[src/rtl/spi_peripheral_if.sv]
// Bundle of SPI pins and decoder-side framing signals for spi_peripheral.
// The slave modport is the peripheral's view; master is the controller/decoder view.
interface spi_peripheral_if;
  logic        sck;
  logic        cs;
  logic        copi;
  logic        cipo;
  logic [7:0]  opcode;
  logic        opcode_valid;
  logic [7:0]  operand;
  logic        operand_valid;
  logic [15:0] operand_count;
  logic        response_request;
  logic [7:0]  response_data;
  logic        transaction_end;

  modport slave (
    input  sck, cs, copi, response_data,
    output cipo, opcode, opcode_valid, operand, operand_valid, operand_count,
           response_request, transaction_end
  );

  modport master (
    output sck, cs, copi, response_data,
    input  cipo, opcode, opcode_valid, operand, operand_valid, operand_count,
           response_request, transaction_end
  );
endinterface

[src/rtl/spi_peripheral.sv]
// SPI mode-0 target: oversampled pins, opcode/operand byte framing, cipo response shifter.
// Optional macro SPI_PERIPHERAL_ID_READBACK_EN answers ID_OPCODE with CHIP_ID internally.
module spi_peripheral #(
  parameter int         SYNC_STAGES = 2,
  parameter logic [7:0] ID_OPCODE   = 8'hDB,
  parameter logic [7:0] CHIP_ID     = 8'h81
) (
  input  logic             clk,
  input  logic             reset_n,
  spi_peripheral_if.slave  bus
);

`ifdef SPI_PERIPHERAL_ID_READBACK_EN
  localparam bit ID_EN = 1'b1;
`else
  localparam bit ID_EN = 1'b0;
`endif

  typedef enum logic [1:0] {
    ST_WAIT_IDLE,
    ST_IDLE,
    ST_OPCODE,
    ST_OPERAND
  } state_e;

  logic [SYNC_STAGES-1:0] sck_sync_q, cs_sync_q, copi_sync_q;
  logic                   sck_prev_q;
  logic                   sck_s, cs_s, copi_s, sck_rise, sck_fall;

  state_e      state_q, state_d;
  logic [2:0]  bit_cnt_q, bit_cnt_d;
  logic [7:0]  rx_q, rx_d;
  logic [7:0]  tx_q, tx_d;
  logic        cipo_q, cipo_d;
  logic [7:0]  opcode_q, opcode_d;
  logic        opcode_valid_q, opcode_valid_d;
  logic [7:0]  operand_q, operand_d;
  logic        operand_valid_q, operand_valid_d;
  logic [15:0] operand_count_q, operand_count_d;
  logic        load_pending_q, load_pending_d;
  logic        id_mode_q, id_mode_d;
  logic        transaction_end_q, transaction_end_d;
  logic        response_request;
  logic [7:0]  byte_in;
  logic [7:0]  load_byte;
  logic        id_hit;

  // Synchronisers reset low so WAIT_IDLE only leaves on a genuinely high cs.
  // NOTE: sequential state uses non-blocking (<=) so every flop samples pre-edge values.
  always_ff @(posedge clk) begin
    if (!reset_n) begin
      sck_sync_q  <= '0;
      cs_sync_q   <= '0;
      copi_sync_q <= '0;
      sck_prev_q  <= 1'b0;
    end else begin
      sck_sync_q  <= {sck_sync_q[SYNC_STAGES-2:0], bus.sck};
      cs_sync_q   <= {cs_sync_q[SYNC_STAGES-2:0], bus.cs};
      copi_sync_q <= {copi_sync_q[SYNC_STAGES-2:0], bus.copi};
      sck_prev_q  <= sck_sync_q[SYNC_STAGES-1];
    end
  end

  assign sck_s    = sck_sync_q[SYNC_STAGES-1];
  assign cs_s     = cs_sync_q[SYNC_STAGES-1];
  assign copi_s   = copi_sync_q[SYNC_STAGES-1];
  assign sck_rise = sck_s & ~sck_prev_q;
  assign sck_fall = ~sck_s & sck_prev_q;

  assign byte_in   = {rx_q[6:0], copi_s};
  assign id_hit    = ID_EN && (byte_in == ID_OPCODE);
  assign load_byte = id_mode_q ? CHIP_ID : bus.response_data;

  // NOTE: every always_comb output gets a default first so no latch is inferred.
  always_comb begin
    state_d           = state_q;
    bit_cnt_d         = bit_cnt_q;
    rx_d              = rx_q;
    tx_d              = tx_q;
    cipo_d            = cipo_q;
    opcode_d          = opcode_q;
    opcode_valid_d    = 1'b0;
    operand_d         = operand_q;
    operand_valid_d   = 1'b0;
    operand_count_d   = operand_count_q;
    load_pending_d    = load_pending_q;
    id_mode_d         = id_mode_q;
    transaction_end_d = 1'b0;
    response_request  = 1'b0;

    // Count advances the cycle after the operand pulse so the pulse carries the 0-based index.
    if (operand_valid_q && (operand_count_q != 16'hFFFF)) begin
      operand_count_d = operand_count_q + 16'd1;
    end

    unique case (state_q)
      ST_WAIT_IDLE: begin
        if (cs_s) state_d = ST_IDLE;
      end

      ST_IDLE: begin
        cipo_d = 1'b0;
        if (!cs_s) begin
          state_d        = ST_OPCODE;
          bit_cnt_d      = 3'd0;
          tx_d           = 8'h00;
          load_pending_d = 1'b0;
          id_mode_d      = 1'b0;
        end
      end

      ST_OPCODE, ST_OPERAND: begin
        // A cs rise wins over a coincident 8th sck rise: the partial byte is dropped.
        if (cs_s) begin
          state_d           = ST_IDLE;
          transaction_end_d = 1'b1;
          cipo_d            = 1'b0;
        end else if (sck_rise) begin
          rx_d      = byte_in;
          bit_cnt_d = bit_cnt_q + 3'd1;
          if (bit_cnt_q == 3'd7) begin
            load_pending_d = 1'b1;
            if (state_q == ST_OPCODE) begin
              state_d          = ST_OPERAND;
              opcode_d         = byte_in;
              opcode_valid_d   = 1'b1;
              operand_count_d  = 16'd0;
              id_mode_d        = id_hit;
              response_request = ~id_hit;
            end else begin
              operand_d        = byte_in;
              operand_valid_d  = 1'b1;
              response_request = ~id_mode_q;
            end
          end
        end else if (sck_fall) begin
          if (load_pending_q) begin
            tx_d           = load_byte;
            cipo_d         = load_byte[7];
            load_pending_d = 1'b0;
          end else begin
            tx_d   = {tx_q[6:0], 1'b0};
            cipo_d = tx_q[6];
          end
        end
      end

      default: state_d = ST_WAIT_IDLE;
    endcase
  end

  always_ff @(posedge clk) begin
    if (!reset_n) begin
      state_q           <= ST_WAIT_IDLE;
      bit_cnt_q         <= 3'd0;
      rx_q              <= 8'h00;
      tx_q              <= 8'h00;
      cipo_q            <= 1'b0;
      opcode_q          <= 8'h00;
      opcode_valid_q    <= 1'b0;
      operand_q         <= 8'h00;
      operand_valid_q   <= 1'b0;
      operand_count_q   <= 16'd0;
      load_pending_q    <= 1'b0;
      id_mode_q         <= 1'b0;
      transaction_end_q <= 1'b0;
    end else begin
      state_q           <= state_d;
      bit_cnt_q         <= bit_cnt_d;
      rx_q              <= rx_d;
      tx_q              <= tx_d;
      cipo_q            <= cipo_d;
      opcode_q          <= opcode_d;
      opcode_valid_q    <= opcode_valid_d;
      operand_q         <= operand_d;
      operand_valid_q   <= operand_valid_d;
      operand_count_q   <= operand_count_d;
      load_pending_q    <= load_pending_d;
      id_mode_q         <= id_mode_d;
      transaction_end_q <= transaction_end_d;
    end
  end

  assign bus.cipo             = cipo_q;
  assign bus.opcode           = opcode_q;
  assign bus.opcode_valid     = opcode_valid_q;
  assign bus.operand          = operand_q;
  assign bus.operand_valid    = operand_valid_q;
  assign bus.operand_count    = operand_count_q;
  assign bus.response_request = response_request;
  assign bus.transaction_end  = transaction_end_q;

endmodule
[src/flat_wrapper.sv]
// flat-port wrapper written by rule: the top's interface ports become plain ports
module spi_peripheral_flat 
#(
  parameter int         SYNC_STAGES = 2,
  parameter logic [7:0] ID_OPCODE   = 8'hDB,
  parameter logic [7:0] CHIP_ID     = 8'h81
)
  (clk, reset_n, bus_sck, bus_cs, bus_copi, bus_response_data, bus_cipo, bus_opcode, bus_opcode_valid, bus_operand, bus_operand_valid, bus_operand_count, bus_response_request, bus_transaction_end);
  spi_peripheral_if bus_i ();
  input  logic clk;
  input  logic reset_n;
  input wire logic [$bits(bus_i.sck)-1:0] bus_sck;
  input wire logic [$bits(bus_i.cs)-1:0] bus_cs;
  input wire logic [$bits(bus_i.copi)-1:0] bus_copi;
  input wire logic [$bits(bus_i.response_data)-1:0] bus_response_data;
  output wire logic [$bits(bus_i.cipo)-1:0] bus_cipo;
  output wire logic [$bits(bus_i.opcode)-1:0] bus_opcode;
  output wire logic [$bits(bus_i.opcode_valid)-1:0] bus_opcode_valid;
  output wire logic [$bits(bus_i.operand)-1:0] bus_operand;
  output wire logic [$bits(bus_i.operand_valid)-1:0] bus_operand_valid;
  output wire logic [$bits(bus_i.operand_count)-1:0] bus_operand_count;
  output wire logic [$bits(bus_i.response_request)-1:0] bus_response_request;
  output wire logic [$bits(bus_i.transaction_end)-1:0] bus_transaction_end;
  assign bus_i.sck = bus_sck;
  assign bus_i.cs = bus_cs;
  assign bus_i.copi = bus_copi;
  assign bus_i.response_data = bus_response_data;
  assign bus_cipo = bus_i.cipo;
  assign bus_opcode = bus_i.opcode;
  assign bus_opcode_valid = bus_i.opcode_valid;
  assign bus_operand = bus_i.operand;
  assign bus_operand_valid = bus_i.operand_valid;
  assign bus_operand_count = bus_i.operand_count;
  assign bus_response_request = bus_i.response_request;
  assign bus_transaction_end = bus_i.transaction_end;
  spi_peripheral #(.SYNC_STAGES(SYNC_STAGES), .ID_OPCODE(ID_OPCODE), .CHIP_ID(CHIP_ID)) u_core (.clk(clk), .reset_n(reset_n), .bus(bus_i));
endmodule
[config.mk]
export PLATFORM = sky130hd
export DESIGN_NAME = spi_peripheral_flat
export DESIGN_NICKNAME = d
export VERILOG_FILES = /design/src/rtl/spi_peripheral_if.sv /design/src/rtl/spi_peripheral.sv /design/src/flat_wrapper.sv
export SDC_FILE = /design/constraint.sdc
export NUM_CORES = 1
export LEC_CHECK = 0
export CORE_AREA = 2 2 84 86
export CTS_BUF_LIST = sky130_fd_sc_hd__clkbuf_8
export DETAILED_ROUTE_END_ITERATION = 8
export DIE_AREA = 0 0 86 88
export GPL_TIMING_DRIVEN = 0
export PLACE_DENSITY_LB_ADDON = 0.3
export REMOVE_ABC_BUFFERS = 1
export SETUP_SLACK_MARGIN = 0.15
export SYNTH_ARGS = -nofsm -noshare
export SYNTH_HDL_FRONTEND = slang
export SYNTH_SLANG_ARGS = --single-unit
export TNS_END_PERCENT = 5
[constraint.sdc]
create_clock -name clk -period 1.5 [get_ports clk]
set_input_delay 0.3 -clock clk [delete_from_list [all_inputs] [get_ports clk]]
set_output_delay 0.3 -clock clk [all_outputs]
set_load 0.05 [all_outputs]
* Word-level counts from Yosys, hierarchy flattened *
Cells that the tools add are included.

storage, ports and cells
  register bits after elaboration = 64
  output and inout port bits = 37
  logic and storage cells = 113
  input bits = 13

cells by class
  bitwise gates (word level) = 11
  equal/unequal tests = 20
  muxes and demuxes = 48
  reductions and logical operators = 15
  $add $sub $neg = 2

operators with widths
  cell                                                              count
  16-bit 2-to-1 mux                                                 6
  7-bit 2-to-1 mux                                                  5
  5-bit AND reduction                                               5
  1-bit 2-to-1 mux                                                  21
  16-bit by 1-bit adder with 16-bit output (second input constant)  1
  16-bit != test (second input constant)                            1
  3-bit by 1-bit != test with 1-bit output (second input constant)  5
  7-bit case mux with 2 select lines                                1
  2-bit 2-to-1 mux                                                  6
  2-bit by 1-bit != test with 1-bit output (second input constant)  5
  3-bit 2-to-1 mux                                                  3
  1-bit NOT                                                         9
  8-bit 2-to-1 mux                                                  1
  2-bit != test (second input constant)                             3
  1-bit case mux with 2 select lines                                3
  2-bit case mux with 3 select lines                                1
  3-bit case mux with 2 select lines                                1
  3-bit AND reduction                                               2
  6-bit AND reduction                                               1
  5-bit OR reduction                                                1
  2-bit equality test (second input constant)                       2
  4-bit AND reduction                                               1
  3-bit by 1-bit adder with 3-bit output (second input constant)    1
  3-bit equality test (second input constant)                       1
  other kinds (9)                                                   10

* Longest topological paths before layout *
  depth in word-level cells = 8
  mapped depth = 7
  depth with buffers taken out = 6

* Least setup slack after synthesis *
OpenSTA, ideal clock, no wires.

  kind = flip-flop to flip-flop
  from = reg u_core.operand_count_q[0], in the netlist u_core.bus.operand_count[0]
  to = reg u_core.operand_count_q[14], in the netlist u_core.bus.operand_count[14]
  cell stages (with the launch flop) = 7
  setup slack = -0.454 ns
  required time = 1.409 ns
  path buffers = 0
  clock period less this slack = 1.954 ns
  arrival = 1.863 ns
  setup time = 0.091 ns
  cell sequence = dfxtp_1 > ha_1 > and3_1 > nand4_2 > nor2_1 > a21oi_1 > a311oi_1

on the way
  longest elaborated chain between the ends = 8
  elaborated cells between the ends (all ways) = 9
  classes of those cells = add/sub (1); eq/ne (1); mux (6); reduce/logical (1)

ends and longest elaborated chain
  element                                                                           line                   RTL
  start, declared                                                                   spi_peripheral.sv:39   logic [15:0] operand_count_q, operand_count_d;
  start signal, assigned                                                            spi_peripheral.sv:177  operand_count_q <= operand_count_d;
  branches (longest 2 deep; another with 16-bit by 1-bit adder with 16-bit output)  -
  16-bit 2-to-1 mux *                                                               spi_peripheral.sv:92   if (operand_valid_q && (operand_count_q != 16'hFFFF)) begin
  16-bit 2-to-1 mux                                                                 spi_peripheral.sv:123  if (state_q == ST_OPCODE) begin
  16-bit 2-to-1 mux                                                                 spi_peripheral.sv:121  if (bit_cnt_q == 3'd7) begin
  16-bit 2-to-1 mux                                                                 spi_peripheral.sv:118  end else if (sck_rise) begin
  16-bit 2-to-1 mux                                                                 spi_peripheral.sv:114  if (cs_s) begin
  16-bit 2-to-1 mux *                                                               spi_peripheral.sv:96   unique case (state_q)

Mark *: on every way between the ends.
A chain may end at the register's enable or synchronous reset.

* Final worst setup path *
  from = reg u_core.bit_cnt_q[1]
  to = out bus_response_request

on the way
  longest elaborated chain between the ends = 5

ends and longest elaborated chain
  element                 line                   RTL
  start, declared         spi_peripheral.sv:31   logic [2:0] bit_cnt_q, bit_cnt_d;
  start signal, assigned  spi_peripheral.sv:169  bit_cnt_q <= bit_cnt_d;
  3-bit equality test     spi_peripheral.sv:121
  1-bit 2-to-1 mux        spi_peripheral.sv:121
  1-bit 2-to-1 mux        spi_peripheral.sv:118
  1-bit 2-to-1 mux        spi_peripheral.sv:114
  1-bit 2-to-1 mux        spi_peripheral.sv:96
  end, declared           flat_wrapper.sv:22     output wire logic [$bits(bus_i.response_request)-1:0] bus_response_request;

No other way between the ends.

==> impl_summary.md <==
Status
The flow ran to the end, but the final reports show violations. The checks that failed: negative setup slack.

Timing
On the final layout, the worst clock skew is 10.3 ps. The worst relative slew slack is 53.8%. Across all setup checks in the final design, the least slack found is -47.4 ps. The hold violation total from the final report is 0. At the pin with the least slew margin, the transition time is 693 ps. The maximum clock frequency is 646 MHz. The setup violation total in the final timing report is 1.

Of the available clock period, the critical path in the final layout requires 103%. The smallest clock period supported by the final layout is computed as 1550 ps. Setup repair after global routing could not meet its margin everywhere. The final-report max-slew violation count was 0.

Placed design
The cell total after placement is 382. After legalization and detailed placement, the total HPWL measured 3.37 mm. At the end of routability-driven placement, the weighted congestion stood at 0.801. Input and output buffers added on the ports amount to 49.

Setup path
The worst setup path is launched from a flip-flop. The critical path arrival is 1250 ps. STA puts the critical path data required time at 1200 ps. The sort of element at the end of the critical path is an output pin. The worst register-to-register path begins at u_core.cs_sync_q[1]. The path depth of the worst reg2reg path is 5. The worst setup slack for register-to-register paths is 10 ps. By startpoint and endpoint, the worst setup path is classified as flip-flop to output pin. In this run the critical register-to-register path is captured at u_core.bus.opcode[0].

The maximum fanout along the worst path is 2.

Floorplan
The placeable core area is 6640 um2. For this configuration, the core starts out at a cell density of 38.7%. The total number of placement rows is 30. The die height is 88 um. The die extent in x is 86 um.

The count of pins on the block boundary is 50. The die covers 7570 um2.

Layout
Of the cells placed in the final design, the portion with a size suffix greater than 1 is 38.6%. The number of inserted diodes is 0. The post-layout instance count excluding filler cells is 414. The fill cell instance count of the final layout is 596. The number of nets in the final layout is 345. The area overhead of the layout relative to synthesis is 36.7%.

GRT
The wire length of the first global-routing pass is 9.58 mm. The number of global-route vias before repair is 2095. The all-layer global routing usage is 16.1%. The global-route congestion overflow total is 0. Entering global routing, the biggest net connects 41 pins. The initial antenna violation count is 0.

Logic synthesis
The number of distinct standard cells referenced by the synthesized netlist is 45. The mapped netlist covers 2570 um2. The synthesized design contains 63 register bits. For this run, the register share of the synthesized area comes to 49.0%. The mean post-synth cell area is 9.71 um2. Yosys printed 0 warnings. The number of instances in the synthesized netlist is 265.

Detailed routing
The via-per-instance ratio is 5.14. The DRC violation count after routing is 0. In this run the remaining antenna-violating nets after routing total 0.

After detailed routing, the average wire length per cell comes to 13.5 um. The detailed route wirelength on metal2 is 2.65 mm. In the final routing, the length of wire on met1 measures 2.57 mm. The routed length on met3 is 273 um.

The detailed-route wire length is 5.58 mm. For this block, the initial DRC count from the detailed router was 119. The routed layout has 2129 vias. The highest metal layer with signal wires is met4. The number of iterations in the first detailed-routing pass is 4.

Hold path
The worst min-delay path startpoint is u_core.cs_sync_q[0]. The worst hold-check path type is flip-flop to flip-flop. The number of cells on the worst hold path is 1. The path with the worst hold slack has its endpoint at u_core.cs_sync_q[1].

Power and ir drop
The analysis attributes to cell leakage a power of 1.43 nW. The power consumption is 3.08 mW. The maximum vdd ir drop is 0.520 mV. The power density over the cells is 877 nW/um2.

Clock network
The clock net sink count is 63. The hold buffer count at CTS is 0. The clock passes through at most 2 buffers. The level count of the clock H-tree is 3. The insertion delay of the later-clocked pin in the worst-skew pair is 330 ps.

The register clock-pin slew on the reported worst setup and hold paths is 70 ps. TritonCTS built the clock tree. CTS placed an instance of clkbuf_8 at the clock tree root. The number of clock buffers inserted by TritonCTS is 9.

Flow run
The number of maximum-capacitance constraint violations is 0.
==> Yosys cell counts, drive strengths merged <==
cell,number,area share [%]
a22o,8,2.7
a21o,2,0.58
o221a,1,0.44
and2,10,2.4
nand4b,1,0.34
a311oi,1,0.34
and4bb,1,0.49
nand3,12,2.7
a21boi,14,4.1
and4,2,0.68
nand3b,1,0.29
nand2b,3,0.73
ha,3,1.5
buf,5,1.6
and3,5,1.2
mux2i,9,3.5
o2111ai,1,0.34
o211a,1,0.39
xor2,6,2.0
nor3b,1,0.29
mux2,6,2.6
nand2,31,4.6
a22oi,2,0.58
nor2b,17,4.1
xnor2,2,0.68
a31oi,3,0.73
nor2,16,2.6
a211oi,2,0.58
inv,3,0.44
nor3,3,0.58
nor4,2,0.73
o21a,1,0.29
nand4,6,1.9
clkbuf,7,1.0
a21oi,8,1.6
dfxtp,63,49
o21ai,6,1.2
==> worst max path at each step <==
stage	start	end	slack, ps	cells after the start
6_report	u_core.bit_cnt_q[1]	bus_response_request	-50	5
3_5_place_dp	reset_n	u_core.bus.operand_count[14]	-1180	3
5_1_grt	u_core.cs_sync_q[1]	bus_response_request	-100	4
4_1_cts	u_core.cs_sync_q[1]	bus_response_request	-70	4
3_3_place_gp	reset_n	u_core.bus.operand_count[14]	-1210	3
2_1_floorplan	u_core.bus.operand_count[0]	u_core.bus.operand_count[10]	-470	6
==> flip-flops by register name, indices dropped and copies added, names as in the netlist, 2 cells and up <==
signal	cells
u_core.bus.operand_count	16
u_core.bus.opcode	8
u_core.bus.operand	8
u_core.rx_q	7
u_core.tx_q	7
u_core.bit_cnt_q	3
u_core.copi_sync_q	2
u_core.cs_sync_q	2
u_core.sck_sync_q	2
u_core.state_q	2
==> kinds of logic after synthesis <==
group	count (synthesis)	synth area share (%)
AND/OR/NAND/NOR	111	23.8
flip-flops	63	49.0
AO/OA/AOI/OAI	50	13.8
buffers and inverters	15	3.02
multiplexers	15	6.13
XOR/XNOR	8	2.72
adder cells (fa/ha/maj)	3	1.46
==> stage by stage <==
stage	worst slack (ps)	cell area, um2	hold slack (ps)	TNS (ps)	util, %
6_report	-47.4	3520	433	-47.4	52.9
4_1_cts	-65.1	3490	433	-65.1	52.5
3_3_place_gp	-1210	3100	416	-42120	46.6
3_5_place_dp	-1180	3100	418	-41410	46.6
2_1_floorplan	-466	2510	412	-6200	-
5_1_grt	-98.2	3520	456	-598	52.9
==> placed cells by master, fill, tap and decap left out, types with 3 or more instances in the layout <==
master,n
buf_6,3
nand3_2,3
buf_2,25
dfxtp_1,46
a21oi_1,7
nand3_1,8
o21ai_0,3
nor2b_1,16
nand2_1,30
clkdlybuf4s50_1,11
dfxtp_2,12
dfxtp_4,5
mux2_2,6
and2_1,10
buf_4,18
xor2_1,6
nand4_1,4
mux2i_1,9
a22o_1,8
nor2_1,10
nor2_4,4
clkinv_2,3
ha_4,3
clkbuf_8,9
a21boi_0,13
a31oi_1,3
clkbuf_4,4
==> per-layer routing <==
layer  up-vias  global-route usage [%]
met1      1014                    20.1
met4         0                    8.08
li1       1065                       -
met3         7                    4.05
met2        43                    26.1
met5         -                       0
==> final cells by class <==
class | count | area [um2] | area share, %
multi-input combinational | 187 | 1440 | 41.0
sequential | 63 | 1290 | 36.8
timing repair buffer | 65 | 492 | 14.0
clock buffer | 9 | 124 | 3.52
tap | 80 | 100 | 2.85
clock inverter | 7 | 48.8 | 1.39
inverter | 3 | 13.8 | 0.391
==> power breakdown <==
part           internal, mW  switching, mW
clock network         0.601          0.681
registers              1.67        0.00766
logic                0.0642         0.0542
total                  2.34          0.743
==> critical path: stages, from the launching register on <==
cell and delay (ps):
dfxtp_2 340, ha_4 160, ha_4 160, nand2_4 80, inv_4 40, buf_8 140
==> what timing repair did <==
action                     in CTS  in global routing
setup buffers                  16                  0
resized for setup             238                 34
pin swaps                      19                 11
cloned                          0                  0
setup endpoints to repair     100                 59
Note: power is estimated with default switching activity, not from simulation.
